[src/rtl/cdb_arbiter.sv]
// CDB responder: grants one requester per cycle and broadcasts its tag/result on the next cycle.
// Define CDB_ARB_RR_EN for round-robin selection; otherwise the lowest index wins.
module cdb_arbiter #(
    parameter int N_REQ     = 4,
    parameter int DATA_W    = 32,
    parameter int ROB_WIDTH = 6
) (
    input  logic                        clk,
    input  logic                        reset,
    input  logic [N_REQ-1:0]            req_valid,
    output logic [N_REQ-1:0]            req_ready,
    input  logic [N_REQ*ROB_WIDTH-1:0]  req_tag,
    input  logic [N_REQ*DATA_W-1:0]     req_data,
    input  logic                        failure,
    output logic                        cdb_valid,
    output logic [ROB_WIDTH-1:0]        cdb_tag,
    output logic [DATA_W-1:0]           cdb_data
);

    localparam int IDX_W = $clog2(N_REQ);

    logic                 grant;
    logic [IDX_W-1:0]     grant_idx;
    logic [ROB_WIDTH-1:0] grant_tag;
    logic                 win_valid;
    logic [IDX_W-1:0]     win_idx;
    logic [ROB_WIDTH-1:0] win_tag;

`ifdef CDB_ARB_RR_EN
    logic [IDX_W-1:0] rr_ptr;

    always_comb begin
        int j;
        grant     = 1'b0;
        grant_idx = '0;
        j         = 0;
        for (int k = 0; k < N_REQ; k++) begin
            j = (int'(rr_ptr) + k) % N_REQ;
            if (!grant && req_valid[j]) begin
                grant     = 1'b1;
                grant_idx = IDX_W'(j);
            end
        end
        if (reset || failure) grant = 1'b0;
    end

    // Pointer moves one past the winner so the winner becomes lowest priority next time.
    always_ff @(posedge clk) begin
        if (reset)
            rr_ptr <= '0;
        else if (grant)
            rr_ptr <= (grant_idx == IDX_W'(N_REQ - 1)) ? '0 : grant_idx + IDX_W'(1);
    end
`else
    always_comb begin
        grant     = 1'b0;
        grant_idx = '0;
        for (int i = N_REQ - 1; i >= 0; i--) begin
            if (req_valid[i]) begin
                grant     = 1'b1;
                grant_idx = IDX_W'(i);
            end
        end
        if (reset || failure) grant = 1'b0;
    end
`endif

    always_comb begin
        req_ready = '0;
        grant_tag = '0;
        for (int i = 0; i < N_REQ; i++) begin
            if (grant_idx == IDX_W'(i)) begin
                req_ready[i] = grant;
                grant_tag    = req_tag[i*ROB_WIDTH +: ROB_WIDTH];
            end
        end
    end

    always_ff @(posedge clk) begin
        if (reset) begin
            win_valid <= 1'b0;
            win_idx   <= '0;
            win_tag   <= '0;
        end else begin
            win_valid <= grant;
            if (grant) begin
                win_idx <= grant_idx;
                win_tag <= grant_tag;
            end
        end
    end

    // Result is taken live from the winner one cycle after its grant.
    always_comb begin
        cdb_data = '0;
        for (int i = 0; i < N_REQ; i++) begin
            if (win_idx == IDX_W'(i)) cdb_data = req_data[i*DATA_W +: DATA_W];
        end
    end

    assign cdb_valid = win_valid;
    assign cdb_tag   = win_tag;

endmodule

[config.mk]
export PLATFORM = sky130hd
export DESIGN_NAME = cdb_arbiter
export DESIGN_NICKNAME = d
export VERILOG_FILES = /design/src/rtl/cdb_arbiter.sv
export SDC_FILE = /design/constraint.sdc
export NUM_CORES = 1
export LEC_CHECK = 0
export CAP_MARGIN = 20
export CORE_AREA = 2 2 79 81
export CTS_CLUSTER_SIZE = 16
export DETAILED_ROUTE_END_ITERATION = 6
export DIE_AREA = 0 0 81 83
export PLACE_DENSITY = 0.89
export SLEW_MARGIN = 10
export SYNTH_ARGS = -nofsm -noshare
export SYNTH_HDL_FRONTEND = slang
export SYNTH_SLANG_ARGS = --single-unit
[constraint.sdc]
create_clock -name clk -period 1.6 [get_ports clk]
set_input_delay 0.32 -clock clk [delete_from_list [all_inputs] [get_ports clk]]
set_output_delay 0.32 -clock clk [all_outputs]
set_load 0.1 [all_outputs]
==> results.txt <==
The run finished, with violations left. The checks that failed: negative setup slack. The post-route setup TNS is -8.131 ns, and the total die area is 6723 µm². In this run, flip-flops and latches consume 10.1% of the power. Simple-gate share of the synthesized area: 10.24%.

For met1 alone, demand over resource in global routing was 21.71%. For the finished layout, the period the worst path requires is 1.886 ns. 202 I/O pins were placed. The critical path buffer and inverter count is 2, and the fraction of power spent switching nets is 46.37%. CTS saw 9 sinks. The run gives 0 ns as the worst-case clock skew.

The tools report the worst reg2reg path startpoint as win_idx[0]. Among the stages of the critical path, the cell type that occurs most often is buf_12. The number of hold violations in the final report came out at 0. The number of levels the H-tree was split into was 1; the average instance area after synthesis was 11.90 µm². The share of the clock period used by the worst path after layout came out at 117.9%.

The tools report the worst setup path endpoint as cdb_data[19]. Global routing used 23.46% of the available tracks. The maximum clock insertion buffer count is 2.

The die extent in x was 81 µm. STA classifies the critical path startpoint as a register. The total leakage power came out at 0.001563 µW. Number of nets still failing antenna checks after routing: 0. Wires add up to 8.017 mm. Of the total synthesized cell area, the portion taken by XOR and XNOR cells is 0%.

The critical path crosses 3 cells after its start point. From synthesis to final layout, the design area changed by 196.8%. In this run the worst path has a maximum fanout of 9. Critical path start-end classification: register to primary output.

The total of flip-flops plus latches after synthesis is 9. In this run the critical register-to-register path is captured at win_idx[0]. The worst hold path belongs to the class register to register. The worst-margin pin slew came out at 0.4493 ns.

The synthesized netlist contains 29 unique library cells. The logs give 2529 µW for the overall power consumption and 4001 µm² for the post-placement cell area. Internal power comes to 1356 µW.

The logs give 69.27% for the max-slew headroom at the worst pin and 6.848% for the met3 usage. Clock latency on the worst-skew pair, taken at its later pin, is 0.23 ns. met2 is the most crowded layer.

The detailed router placed 2012 vias in this run. For this block, the initial DRC count from the detailed router was 71. In this run the register-to-register setup slack is 0.69 ns. The share of power burned in the clock network is 10.5%, and the die height is 83 µm. The cell count of the worst hold path was 2. The root buffer selected by CTS was clkbuf_8.

Synthesis handed over a netlist of 116 instances. The first global-routing pass estimated 11.99 mm of wire. The layout net count was 488; the number of hold buffers added after CTS was 0.

The floorplan step defined a core boundary enclosing 5816 µm². Walking the worst path, the cells encountered are buf_12, mux4_2, buf_12. After routing the design area is 4096 µm². On the worst path, the slowest cell contributes a delay of 0.55 ns. Of the total synthesized cell area, the portion taken by full adders, half adders and majority gates is 0%. On the critical path the largest part of the delay comes from multiplexers. The post-detailed-route DRC marker count is 0.

After global routing the overflow that remains totals 0. The total power divided by cell area works out to 617.4 nW/µm². Summed over all nets, the half-perimeter wirelength after detailed placement is 7.019 mm.

Multiplexer cells account for 55.85% of the synthesized area. Critical path startpoint: win_idx[0]. STA puts the critical path data arrival time at 1.57 ns.

The run gives 2309 as the via count of the first global-routing pass. After synthesis the cells add up to 1380 µm². Measured on the finished design, the core utilization comes to 70.44%. On the critical path, the stage with the largest delay is an instance of mux4_2.

At the end of routability-driven placement, the weighted congestion stood at 0.7695. The repair_antennas step left the layout with diodes totalling 0. The worst path setup slack after routing is -0.2863 ns. Summed over all nets, the switching power comes to 1173 µW. Cells with a size suffix above 1 make up 33.84% of the layout.

The initial antenna violation count was 0; the placed cell count was 396. The global routing usage on met2 came out at 47.86%. The row count was 28; the post-detailed-route via-to-cell ratio was 4.993. The compound-cell area share of the yosys netlist works out to 13.69%. The tools report the combinational share of power as 79.5%.

By area, the combinational part of the netlist is dominated by multiplexers. STA classifies the critical path endpoint as a primary output. The port buffer count came out at 201. The number of warnings reported in the yosys synthesis log was 0; the average routed wire per standard cell was 19.89 µm. The post-synthesis net count is 275, and the worst-case reg-to-reg path depth is 3. The clock-pin slew of the registers on the worst-case setup and hold paths came out at 0.04 ns. For the worst setup path, the data required time is 1.28 ns. The tools report the number of buffers inserted during clock tree synthesis as 3. The setup violation total in the final timing report is 32. TritonCTS built the clock tree. The share of the Yosys chip area taken by registers is 13.06%.

The tool flagged a number of max-cap violations equal to 0. The count of final max-slew check failures is 0, and the worst supply voltage drop on vdd is 0.0006789 V. For this run, the top clock speed supported by timing is 530.1 MHz. The count of cells in the finished layout, fillers not included, comes to 403. The first detailed-routing pass ran for 5 iterations. The initial core utilization is 23.73%, and the maximum number of pins on one net before global-route repair is 24. Setup repair after global routing could not meet its margin everywhere.
logic make-up after synthesis:
logic type | count (synthesis)
DFF | 9
AOI/OAI and AO/OA | 25
and+or+nand+nor | 29
muxes | 37
buffers and inverters | 16
metrics by stage:
step	hold WS [ns]	setup slack, ns
floorplan	0.4629	-0.3127
global placement	0.5186	-0.2407
detailed placement	0.5452	-0.3555
CTS	0.5513	-0.3074
global route	0.5996	-0.3245
finish	0.5469	-0.2863
flip-flops by register name, summed over array words and instances (netlist names):
name       flops
win_idx        2
cdb_tag        6
cdb_valid      1
layout make-up:
class / instances / area (µm²)
repair buffers: 223 / 2653
fillers: 409 / 1719
multi-input cells: 91 / 1117
flip-flops and latches: 9 / 183.9
well taps: 75 / 93.84
clock buffers: 4 / 45.04
inverters: 1 / 3.754
worst register-to-register path, stage by stage, from the launching register on:
cell	delay, ns
dfxtp_4	0.38
buf_4	0.17
o22ai_1	0.18
nor2_1	0.06
layer usage:
metal | part of all wire, % | routed length [µm]
met1 | 30 | 2429
met2 | 58 | 4622
met3 | 9.5 | 760
met4 | 2.5 | 204
met5 | 0 | 0
power groups by stage:
stage	Sequential, µW	Clock [µW]	Combinational [µW]
finish	255	265	2010
global placement	257	0	1970
detailed placement	256	0	2000
CTS	255	275	2020
global route	256	286	2070
floorplan	311	0	1030
worst min path at each step:
| stage | from | slack, ns | endpoint |
|---|---|---|---|
| floorplan | failure | 0.46 | win_idx[0] |
| global placement | cdb_tag[2] | 0.52 | cdb_tag[2] |
| detailed placement | cdb_tag[2] | 0.55 | cdb_tag[2] |
| CTS | cdb_tag[2] | 0.55 | cdb_tag[2] |
| global route | cdb_tag[2] | 0.60 | cdb_tag[2] |
| finish | cdb_tag[2] | 0.55 | cdb_tag[2] |
synthesized netlist by cell type (all sizes together):
master | number | share of area [%]
dfxtp | 9 | 13
and4b | 1 | 1.0
nor3 | 3 | 1.1
nor2b | 1 | 0.45
or2 | 1 | 0.45
o31a | 1 | 0.63
mux4 | 32 | 52
mux2i | 5 | 3.6
nand3b | 1 | 0.54
and3 | 1 | 0.54
a21o | 1 | 0.63
o21ai | 1 | 0.36
o21a | 1 | 0.54
o2bb2ai | 5 | 3.2
o21bai | 1 | 0.54
nor2 | 15 | 4.3
o31ai | 1 | 0.54
a2111oi | 1 | 0.63
buf | 11 | 5.8
inv | 1 | 0.27
a222oi | 5 | 3.6
clkbuf | 4 | 1.1
nand2 | 5 | 1.4
o22ai | 1 | 0.45
and2 | 1 | 0.54
a21oi | 7 | 2.5
cells in the final DEF, fill, tap and decap left out, drive strengths merged, types with 5 or more instances in the layout:
cell,instances
a21oi,7
nor2,15
dfxtp,9
mux4,32
mux2i,5
dlygate4sd2,5
nand2,5
clkbuf,5
a222oi,5
buf,65
o2bb2ai,5
clkdlybuf4s50,152
timing repair:
action                                  in CTS  in global routing
pin swaps                                    4                  0
endpoints found under the hold margin        0                  0
setup buffers                                2                  0
gates cloned                                 1                  0
endpoints found under the setup margin      39                 34
resized for setup                           14                  1
Power figures use the tool's default switching activity.
